<file path="src/rtl/ram_burst_reader_if.sv">
// ram_burst_reader_if
//   Bundles the burst reader's control, RAM-side and consumer-side signals.
//   master : the burst reader (drives RAM address, output word port, status)
//   slave  : the surrounding system (issues requests, supplies RAM_Q, OUT_READY)
//   Signals:
//     START/START_ADDR/LEN/ABORT  burst request and abort
//     RAM_ADDR/RAM_WREN/RAM_Q     RAM read port (write enable always 0)
//     OUT_DATA/OUT_ADDR/OUT_VALID/OUT_READY  word output, valid/ready handshake
//     BUSY/DONE                   status
interface ram_burst_reader_if #(
    parameter int ADDR_W = 5,
    parameter int DATA_W = 4,
    parameter int LEN_W  = 6
);
    logic              START;
    logic [ADDR_W-1:0] START_ADDR;
    logic [LEN_W-1:0]  LEN;
    logic              ABORT;

    logic [ADDR_W-1:0] RAM_ADDR;
    logic              RAM_WREN;
    logic [DATA_W-1:0] RAM_Q;

    logic [DATA_W-1:0] OUT_DATA;
    logic [ADDR_W-1:0] OUT_ADDR;
    logic              OUT_VALID;
    logic              OUT_READY;

    logic              BUSY;
    logic              DONE;

    modport master (
        input  START, START_ADDR, LEN, ABORT, RAM_Q, OUT_READY,
        output RAM_ADDR, RAM_WREN, OUT_DATA, OUT_ADDR, OUT_VALID, BUSY, DONE
    );

    modport slave (
        output START, START_ADDR, LEN, ABORT, RAM_Q, OUT_READY,
        input  RAM_ADDR, RAM_WREN, OUT_DATA, OUT_ADDR, OUT_VALID, BUSY, DONE
    );
endinterface

</file>
<file path="src/rtl/ram_burst_reader.sv">
// ram_burst_reader
//   Reads LEN consecutive words (wrapping modulo 2^ADDR_W) from a RAM with a
//   registered address and presents each word with its address on a
//   valid/ready port. DONE pulses one cycle after the last word is accepted.
//   Ports:
//     CLK    rising-edge clock
//     RST_N  asynchronous active-low reset
//     bus    ram_burst_reader_if.master (request, RAM port, output port, status)
module ram_burst_reader #(
    parameter int ADDR_W = 5,
    parameter int DATA_W = 4,
    parameter int LEN_W  = 6
) (
    input  logic                  CLK,
    input  logic                  RST_N,
    ram_burst_reader_if.master    bus
);

    localparam logic [LEN_W-1:0] DEPTH = LEN_W'(2 ** ADDR_W);

    typedef enum logic [1:0] {
        S_IDLE,
        S_ISSUE,
        S_WAIT,
        S_HOLD
    } state_t;

    state_t            state_q, state_d;
    logic [ADDR_W-1:0] addr_q, addr_d;
    logic [LEN_W-1:0]  rem_q, rem_d;
    logic [ADDR_W-1:0] ram_addr_q, ram_addr_d;
    logic [DATA_W-1:0] out_data_q, out_data_d;
    logic [ADDR_W-1:0] out_addr_q, out_addr_d;
    logic              out_valid_q, out_valid_d;
    logic              done_q, done_d;
    logic [LEN_W-1:0]  len_clamped;

    always_ff @(posedge CLK or negedge RST_N) begin
        if (!RST_N) begin
            state_q     <= S_IDLE;
            addr_q      <= '0;
            rem_q       <= '0;
            ram_addr_q  <= '0;
            out_data_q  <= '0;
            out_addr_q  <= '0;
            out_valid_q <= 1'b0;
            done_q      <= 1'b0;
        end else begin
            state_q     <= state_d;
            addr_q      <= addr_d;
            rem_q       <= rem_d;
            ram_addr_q  <= ram_addr_d;
            out_data_q  <= out_data_d;
            out_addr_q  <= out_addr_d;
            out_valid_q <= out_valid_d;
            done_q      <= done_d;
        end
    end

    always_comb begin
        state_d     = state_q;
        addr_d      = addr_q;
        rem_d       = rem_q;
        ram_addr_d  = ram_addr_q;
        out_data_d  = out_data_q;
        out_addr_d  = out_addr_q;
        out_valid_d = out_valid_q;
        done_d      = 1'b0;
        len_clamped = (bus.LEN > DEPTH) ? DEPTH : bus.LEN;

        if (bus.ABORT) begin
            // ABORT in IDLE (even alongside START) leaves everything untouched.
            if (state_q != S_IDLE) begin
                state_d     = S_IDLE;
                out_valid_d = 1'b0;
            end
        end else begin
            case (state_q)
                S_IDLE: begin
                    if (bus.START) begin
                        addr_d = bus.START_ADDR;
                        rem_d  = len_clamped;
                        if (len_clamped == '0) begin
                            done_d = 1'b1;
                        end else begin
                            // Address goes out together with the move into ISSUE
                            // so the RAM registers it at the following edge.
                            ram_addr_d = bus.START_ADDR;
                            state_d    = S_ISSUE;
                        end
                    end
                end
                S_ISSUE: begin
                    state_d = S_WAIT;
                end
                S_WAIT: begin
                    out_data_d  = bus.RAM_Q;
                    out_addr_d  = addr_q;
                    out_valid_d = 1'b1;
                    state_d     = S_HOLD;
                end
                S_HOLD: begin
                    if (bus.OUT_READY) begin
                        out_valid_d = 1'b0;
                        rem_d       = rem_q - LEN_W'(1);
                        if (rem_q == LEN_W'(1)) begin
                            done_d  = 1'b1;
                            state_d = S_IDLE;
                        end else begin
                            addr_d     = addr_q + ADDR_W'(1);
                            ram_addr_d = addr_q + ADDR_W'(1);
                            state_d    = S_ISSUE;
                        end
                    end
                end
                default: begin
                    state_d = S_IDLE;
                end
            endcase
        end
    end

    assign bus.RAM_ADDR  = ram_addr_q;
    assign bus.RAM_WREN  = 1'b0;
    assign bus.OUT_DATA  = out_data_q;
    assign bus.OUT_ADDR  = out_addr_q;
    assign bus.OUT_VALID = out_valid_q;
    assign bus.BUSY      = (state_q != S_IDLE);
    assign bus.DONE      = done_q;

endmodule

</file>
<file path="src/flat_wrapper.sv">
// flat-port wrapper written by rule: the top's interface ports become plain ports
module ram_burst_reader_flat 
#(
    parameter int ADDR_W = 5,
    parameter int DATA_W = 4,
    parameter int LEN_W  = 6
)
  (CLK, RST_N, bus_START, bus_START_ADDR, bus_LEN, bus_ABORT, bus_RAM_Q, bus_OUT_READY, bus_RAM_ADDR, bus_RAM_WREN, bus_OUT_DATA, bus_OUT_ADDR, bus_OUT_VALID, bus_BUSY, bus_DONE);
  ram_burst_reader_if #(.ADDR_W(ADDR_W), .DATA_W(DATA_W), .LEN_W(LEN_W)) bus_i ();
  input  logic CLK;
  input  logic RST_N;
  input wire logic [$bits(bus_i.START)-1:0] bus_START;
  input wire logic [$bits(bus_i.START_ADDR)-1:0] bus_START_ADDR;
  input wire logic [$bits(bus_i.LEN)-1:0] bus_LEN;
  input wire logic [$bits(bus_i.ABORT)-1:0] bus_ABORT;
  input wire logic [$bits(bus_i.RAM_Q)-1:0] bus_RAM_Q;
  input wire logic [$bits(bus_i.OUT_READY)-1:0] bus_OUT_READY;
  output wire logic [$bits(bus_i.RAM_ADDR)-1:0] bus_RAM_ADDR;
  output wire logic [$bits(bus_i.RAM_WREN)-1:0] bus_RAM_WREN;
  output wire logic [$bits(bus_i.OUT_DATA)-1:0] bus_OUT_DATA;
  output wire logic [$bits(bus_i.OUT_ADDR)-1:0] bus_OUT_ADDR;
  output wire logic [$bits(bus_i.OUT_VALID)-1:0] bus_OUT_VALID;
  output wire logic [$bits(bus_i.BUSY)-1:0] bus_BUSY;
  output wire logic [$bits(bus_i.DONE)-1:0] bus_DONE;
  assign bus_i.START = bus_START;
  assign bus_i.START_ADDR = bus_START_ADDR;
  assign bus_i.LEN = bus_LEN;
  assign bus_i.ABORT = bus_ABORT;
  assign bus_i.RAM_Q = bus_RAM_Q;
  assign bus_i.OUT_READY = bus_OUT_READY;
  assign bus_RAM_ADDR = bus_i.RAM_ADDR;
  assign bus_RAM_WREN = bus_i.RAM_WREN;
  assign bus_OUT_DATA = bus_i.OUT_DATA;
  assign bus_OUT_ADDR = bus_i.OUT_ADDR;
  assign bus_OUT_VALID = bus_i.OUT_VALID;
  assign bus_BUSY = bus_i.BUSY;
  assign bus_DONE = bus_i.DONE;
  ram_burst_reader #(.ADDR_W(ADDR_W), .DATA_W(DATA_W), .LEN_W(LEN_W)) u_core (.CLK(CLK), .RST_N(RST_N), .bus(bus_i));
endmodule
</file>
<file path="config.mk">
export PLATFORM = sky130hd
export DESIGN_NAME = ram_burst_reader_flat
export DESIGN_NICKNAME = d
export VERILOG_FILES = /design/src/rtl/ram_burst_reader_if.sv /design/src/rtl/ram_burst_reader.sv /design/src/flat_wrapper.sv
export SDC_FILE = /design/constraint.sdc
export NUM_CORES = 1
export LEC_CHECK = 0
export BUFFER_PORTS_ARGS = -buffer_cell sky130_fd_sc_hd__clkbuf_2
export CORE_UTILIZATION = 48
export CTS_CLUSTER_SIZE = 40
export DETAILED_ROUTE_END_ITERATION = 16
export GPL_TIMING_DRIVEN = 0
export PLACE_DENSITY = 0.75
export SYNTH_ARGS = -nofsm -noshare
export SYNTH_HDL_FRONTEND = slang
export SYNTH_SLANG_ARGS = --single-unit
</file>
<file path="constraint.sdc">
create_clock -name CLK -period 2 [get_ports CLK]
set_input_delay 0.4 -clock CLK [delete_from_list [all_inputs] [get_ports CLK]]
set_output_delay 0.4 -clock CLK [all_outputs]
set_load 0.1 [all_outputs]
</file>
Yosys cells after proc, flatten, opt, wreduce, memory -nomap -nowiden
Index checks and enable logic that the tools add are counted.
W data, S select, Z words.
{ "op_classes": {"n_reduce_logical": 11, "multipliers": 0, "n_bitwise": 1, "shift": 0, "div_mod_pow": 0, "n_addsub": 2, "n_lt_le_gt_ge": 1, "eq_ne": 12, "n_mux": 28} }
{ "op_table": {"columns": ["operator", "count"], "rows": [
  ["$mux W5", 5],
  ["$pmux W5 S2", 2],
  ["$mux W6", 3],
  ["$pmux W6 S2", 1],
  ["$mux W2", 5],
  ["$mux W1", 9],
  ["$ne A3 B3 Y1 const B", 3],
  ["$ne A2 B2 Y1 const B", 4],
  ["$pmux W2 S4", 1],
  ["$reduce_and A4 Y1", 2],
  ["$eq A6 B1 Y1 const B", 1],
  ["$gt A6 B6 Y1 const B", 1],
  ["$logic_not A6 Y1", 1],
  ["$reduce_and A6 Y1", 1],
  ["$sub A6 B1 Y6 const B", 1],
  ["$add A5 B1 Y5 const B", 1],
  ["$reduce_and A5 Y1", 1],
  ["$eq A2 B2 Y1 const B", 2],
  ["$pmux W1 S2", 2],
  ["$reduce_bool A2 Y1", 2],
  ["$reduce_and A3 Y1", 1],
  ["$reduce_bool A3 Y1", 1],
  ["$eq A2 B1 Y1 const B", 1],
  ["$logic_not A2 Y1", 1],
  ["other kinds (3)", 3]
]} }
{ "totals": {"mem_count": 0, "mem_bits_rw": 0, "in_bits": 20, "register_bits": 29, "latch_bits": 0, "romBits": 0} }

Longest topological paths before layout
Gate-level depths: netlist of run 1.
{ "logic_depth": {"depth_word": 7, "mapped_depth": 7} }

Worst setup path before layout of run 1
Ideal clock, no wire load.
{ "synth_timing": {"path_type": "register to register", "startpoint": "register u_core.state_q[0]", "endpoint": "register u_core.ram_addr_q[0] (netlist: u_core.bus.RAM_ADDR[0])", "path_slack_ps": -58, "arrival_time_ps": 1932, "setup_ps": 125, "path_stages_with_launch": 8, "path_buffers": 1, "cell_sequence": "dfrtp_1 inv_1 ha_1 or4b_1 nor4_2 or4_4 buf_6 mux2_4"} }
{ "synth_between": {"elab_chain_len": 3, "word_cells_on_any_way": 9} }
{ "synth_lines": {"columns": ["element", "line_no", "text"], "rows": [
  ["start: declaration", "ram_burst_reader.sv:28", "state_t state_q, state_d;"],
  ["start signal: assignment", "ram_burst_reader.sv:49", "state_q <= state_d;"],
  ["$eq A2 B2 Y1 / $logic_not A2 Y1 (equally long branches)", "ram_burst_reader.sv:78", "case (state_q)"],
  ["$ne A2 B2 Y1 (no line) / $reduce_bool A2 Y1 (equally long branches)", null, null],
  ["$reduce_and A6 Y1 (no line)", null, null],
  ["end signal: assignment", "ram_burst_reader.sv:52", "ram_addr_q <= ram_addr_d;"],
  ["end: declaration", "ram_burst_reader.sv:31", "logic [ADDR_W-1:0] ram_addr_q, ram_addr_d;"]
]} }
Parallel ways exist; a longest one is shown, timed or not.
A chain may end at the register's enable or synchronous reset.

Final worst setup path of run 1
{ "layout_timing": {"startpoint": "register u_core.state_q[0]", "endpoint": "register u_core.ram_addr_q[2] (netlist: u_core.bus.RAM_ADDR[2])"} }
Same word-level chain as after synthesis.

==> results of run 1 <==
-- metrics by stage --
step	setup slack [ns]	hold slack (ns)
2_1_floorplan	0.00973	0.104
6_report	0.0107	0.119
4_1_cts	-0.0253	0.136
3_3_place_gp	-0.136	0.486
3_5_place_dp	-0.183	0.489
5_1_grt	-0.0720	0.152
-- critical path, stage by stage (launching register included) --
cell,delay [ns]
dfrtp_1,0.42
ha_1,0.31
nand2b_1,0.15
nand3b_1,0.11
or4_4,0.57
mux2_4,0.32
-- placed cells by master, fill, tap and decap left out, types with 2 or more instances in the layout --
cell,n
clkbuf_1,3
ha_1,6
nand3b_1,2
nor2b_1,2
xor2_1,2
o21ai_0,4
nand2_1,9
clkbuf_2,36
mux2i_1,2
inv_2,2
mux2_4,5
nor2_2,2
nand2b_1,4
dfrtp_1,29
a21oi_1,5
nor3_1,7
inv_1,6
nor2_1,9
nand3_1,9
clkbuf_8,2
buf_4,7
mux2_2,13
clkbuf_4,7
o211ai_1,2
and3_1,3
-- worst paths after layout --
path | start | depth (start not counted) | to | slack (ns)
worst min register to register | u_core.bus.OUT_ADDR[1]$_DFFE_PN0P_ | 1 | u_core.bus.OUT_ADDR[1]$_DFFE_PN0P_ | 0.52
max in group asynchronous | RST_N | 1 | u_core.bus.OUT_ADDR[1]$_DFFE_PN0P_ | 1.43
worst min-delay path | RST_N | 1 | u_core.rem_q[5]$_DFFE_PN0P_ | 0.12
min in group CLK | bus_RAM_Q[0] | 2 | u_core.bus.OUT_DATA[0]$_DFFE_PN0P_ | 0.31
worst max register to register | u_core.state_q[0]$_DFFE_PN0P_ | 5 | u_core.bus.RAM_ADDR[2]$_DFFE_PN0P_ | 0.01
worst max-delay path | u_core.state_q[0]$_DFFE_PN0P_ | 5 | u_core.bus.RAM_ADDR[2]$_DFFE_PN0P_ | 0.01
-- synthesized netlist by cell type, drive strengths merged (2+ instances only) --
| master | count | area, sq um |
|---|---|---|
| dfrtp | 29 | 726 |
| mux2 | 18 | 221 |
| nor2 | 11 | 46.3 |
| nand2 | 9 | 33.8 |
| nand3 | 9 | 45.0 |
| inv | 8 | 30.0 |
| ha | 7 | 87.6 |
| nor3 | 7 | 35.0 |
| a21oi | 5 | 25.0 |
| clkbuf | 5 | 18.8 |
| nand2b | 5 | 31.3 |
| o21ai | 4 | 20.0 |
| and3 | 3 | 18.8 |
| a221o | 2 | 21.3 |
| and4 | 2 | 20.0 |
| buf | 2 | 18.8 |
| mux2i | 2 | 20.0 |
| nand3b | 2 | 15.0 |
| nor2b | 2 | 12.5 |
| o211ai | 2 | 15.0 |
| or2 | 2 | 12.5 |
| xor2 | 2 | 17.5 |
-- logic make-up after synthesis --
logic type / Yosys count
AOI/OAI and AO/OA: 22
xor gates and xnor gates: 3
adders and majority gates: 7
buffers and inverters: 15
DFF: 29
muxes: 20
other: 1
and+or+nand+nor: 57
-- flip-flops by register name, summed over array words and instances (netlist names) --
| signal | cells |
|---|---|
| u_core.rem_q | 6 |
| u_core.addr_q | 5 |
| u_core.bus.OUT_ADDR | 5 |
| u_core.bus.RAM_ADDR | 5 |
| u_core.bus.OUT_DATA | 4 |
| u_core.state_q | 2 |
| u_core.bus.DONE | 1 |
| u_core.bus.OUT_VALID | 1 |
-- layer usage --
metal	up-vias	part of all wire, %
li1	643	-
met4	0	1.5
met5	-	0
met2	41	51
met3	7	4.8
met1	637	43
-- timing repair --
item / 4_1_cts / 5_1_grt
endpoints found under the setup margin: 6 / 15
gates resized for setup: 4 / 6
setup buffers: 6 / 0
hold buffers: 0 / 0
pin swaps: 3 / 3
-- area by class of cell --
| cell class | count | area share [%] |
|---|---|---|
| Multi-Input combinational cell | 110 | 43.2 |
| Sequential cell | 29 | 36.2 |
| Timing Repair Buffer | 42 | 11.3 |
| Clock buffer | 7 | 3.24 |
| Tap cell | 44 | 2.74 |
| Buffer | 6 | 1.56 |
| Inverter | 8 | 1.50 |
| Clock inverter | 1 | 0.249 |
==> results.cfg, run 1 <==
[die]
initial_core_util_pct = 52.0
die_w_um = 60.2
rows = 20
num_io_pins = 38
core_sq_um = 3130
dieHeight_um = 60.2
die_area_sq_um = 3620

[drt]
drt_wl_total_um = 3610
firstDrtPassIters = 4
via_per_inst = 5.38
ant_nets = 0
first_iter_violations = 43
wire_per_inst_um = 14.6
drc = 0
vias = 1328

[sta]
finalCritPeriodShare_pct = 99.5
setup_tns_ns = 0
hold_viol_final = 0
tightest_slew_ns = 0.715
fin_worst_skew_ns = 0.00343
max_slew_margin_pct = 52.3
fmax_ghz = 0.503
setup_violations = 0
finalMaxSlewViolations = 0
rsz0062_at_grt = true
layout_min_cycle_time_ns = 1.99

[clock_tree]
htree_levels = 2
cts_sinks = 29
cts_buffer_depth = 2
ctsRootBufferMaster = clkbuf_4
clk_pin_slew_ns = 0.09
cts_buffers = 5
cts_tree = yes
insertion_delay_ns = 0.32

[global_routing]
use_met1_pct = 27.2
grt-ovfl-total = 0
met3_usage_pct = 6.28
globalRouteTotalUtil_pct = 23.2
grt_pass1_wl_um = 6100
grt_use_met2_pct = 39.7
grt_most_used_layer = met2
grt_pass1_vias = 1354
antenna_found_initial = 0
grt_max_degree = 30

[run_status]
status = finished, final reports clean

[logic_synthesis]
ys_ff_latch = 29
ys_types = 43
synth_nets = 181
yosysWarningCount = 0
syn_area_sq_um = 1630
syn_avg_cell_area_sq_um = 10.6
synth_compound_area_share_pct = 9.62
yosysSeqAreaShare_pct = 44.6
synth_top_family_by_area = simple AND/OR/NAND/NOR gates
synth_xor_area_share_pct = 1.62
synthArstFlopShare_pct = 100
synth_fa_ha_area_share_pct = 5.39
syn-instance-count = 154
synth_edf_count = 0
synthMuxAreaShare_pct = 14.9
synth_simple_gate_area_share_pct = 19.5
synthFlopType = dfrtp_1

[layout]
utilization_pct = 64.2
multiInputGateArea_sq_um = 867
final_cells = 247
num-fill-cells = 243
final-seq-area_sq_um = 726
diodes = 0
drive_above_1_share_pct = 41.9
design_area_sq_um = 2010
area_growth_pct = 23.5
fin_nets = 229

[placement]
numPortBuffers = 36
place.gp.congestion = 0.807
place_area_sq_um = 1870
hpwl_um = 2730
dp.cells = 234

[min_path]
hold_class = input port to async pin

[critical_path]
start_kind = flop
required_ns = 2.21
critPathCaptureType = flop
worstPathArrival_ns = 2.20
crit_type = flop to flop
crit_fanout = 7

[flow_run]
maxCapViolations = 0
Power of run 1 is left out: the tool's default activity adds up to more than one toggle a clock period on the data nets, which glitch-free logic cannot reach.
==> run 2: changes to the inputs <==
BUFFER_PORTS_ARGS = not set   (was -buffer_cell sky130_fd_sc_hd__clkbuf_2)
DONT_BUFFER_PORTS = 1   (was not set)
PLACE_DENSITY = 0.65   (was 0.75)
==> results.cfg, run 2 (synthesis gave the netlist of run 1 again) <==
[run_status]
status = finished, final reports clean

[die]
initial_core_util_pct = 52.0
die_area_sq_um = 3620
core_sq_um = 3130
rows = 20
die_w_um = 60.2
dieHeight_um = 60.2
num_io_pins = 38

[global_routing]
grt_pass1_vias = 1244
grt_max_degree = 30
grt-ovfl-total = 0
antenna_found_initial = 0
globalRouteTotalUtil_pct = 20.6
grt_pass1_wl_um = 5360

[sta]
hold_viol_final = 0
finalCritPeriodShare_pct = 98.4
setup_violations = 0
fin_worst_skew_ns = 0.0106
finalMaxSlewViolations = 0
rsz0062_at_grt = true
fmax_ghz = 0.508
layout_min_cycle_time_ns = 1.97
tightest_slew_ns = 0.940
setup_tns_ns = 0
max_slew_margin_pct = 37.3

[layout]
area_growth_pct = 16.6
final_cell_mix = 29 x dfrtp_1, 13 x mux2_2, 9 x nor2_1, 9 x nand2_1, 8 x nand3_1
top_register = u_core.rem_q
drive_above_1_share_pct = 32.5
largest_reg_flops = 6
num-fill-cells = 274
fin_nets = 195
final_common_cell = dfrtp_1
diodes = 0

[critical_path]
worstPathArrival_ns = 2.20
start_kind = flop
required_ns = 2.23
r2r-start = u_core.state_q[0]$_DFFE_PN0P_
startpoint = u_core.state_q[0]$_DFFE_PN0P_
crit_chain = inv_2 -> ha_4 -> or4b_4 -> nor4_4 -> or4_4 -> mux2_4
cp_num_buf_inv = 1
path_delay_family = simple AND/OR/NAND/NOR gates
critPathCaptureType = flop
crit_type = flop to flop
max_stage_delay_ns = 0.46
crit_slowest_cell = or4b_4
crit_fanout = 5

[drt]
ant_nets = 0
first_iter_violations = 22
drt_wl_total_um = 3450
via_per_inst = 5.55
drc = 0
vias = 1183
firstDrtPassIters = 4
wire_per_inst_um = 16.2

[placement]
numPortBuffers = 0
place.gp.congestion = 0.796
hpwl_um = 2410

[min_path]
hold_start = bus_ABORT
hold_class = input port to flop

[clock_tree]
ctsRootBufferMaster = clkbuf_4
cts_buffer_depth = 2
cts_buffers = 5
cts_sinks = 29
clk_pin_slew_ns = 0.10
insertion_delay_ns = 0.34
htree_levels = 2
cts_tree = yes

[flow_run]
maxCapViolations = 0
==> run 2: final timing paths <==
path | to | slack [ns] | cells after the start
setup / recovery | u_core.bus.RAM_ADDR[4]$_DFFE_PN0P_ | 0.03 | 6
hold / removal | u_core.bus.DONE$_DFF_PN0_ | 0.13 | 1
setup reg to reg | u_core.bus.RAM_ADDR[4]$_DFFE_PN0P_ | 0.03 | 6
hold reg to reg | u_core.addr_q[1]$_DFFE_PN0P_ | 0.58 | 1
max in group asynchronous | u_core.bus.DONE$_DFF_PN0_ | 1.35 | 2
min in group asynchronous | u_core.rem_q[4]$_DFFE_PN0P_ | 0.49 | 2
==> run 2: final cells by class <==
| cell class | instances | area (sq um) | share of cell area [%] |
|---|---|---|---|
| buffer | 6 | 32.5 | 1.72 |
| clock buffer | 5 | 37.5 | 1.98 |
| clock inverter | 3 | 46.3 | 2.44 |
| inverter | 8 | 33.8 | 1.78 |
| multi-input combinational | 110 | 890 | 46.9 |
| sequential | 29 | 726 | 38.3 |
| tap | 44 | 55.1 | 2.90 |
| timing repair buffer | 8 | 75.1 | 3.96 |
==> run 2: worst register-to-register path: stages, from the launching register on <==
cell	delay (ns)
dfrtp_1	0.41
inv_2	0.09
ha_4	0.13
or4b_4	0.46
nor4_4	0.21
or4_4	0.26
mux2_4	0.31
==> run 2: repair_timing <==
action,CTS,global route
pin swaps,3,2
setup buffers,6,0
resized for setup,5,10
hold buffers,2,0
endpoints found under the setup margin,8,13
hold endpoints to repair,29,0
==> run 2: metal layers <==
layer	up-vias	global-route usage, %	part of all wire [%]
met5	-	0	0
met3	6	8.23	6.0
met4	0	9.63	1.6
li1	574	-	-
met1	573	24.4	45
met2	30	32.5	47
==> run 2: per-stage QoR <==
stage	instances	area, sq um	setup slack, ns	hold slack [ns]	util, %
floorplan	154	1640	0.00973	0.104	-
global placement	198	1690	-0.171	0.105	54.1
detailed placement	198	1690	-0.198	0.105	54.1
CTS	213	1860	-0.0663	0.113	59.5
global route	213	1900	-0.0304	0.105	60.6
finish	213	1900	0.0325	0.128	60.6
Power of run 2 is left out for the same reason.
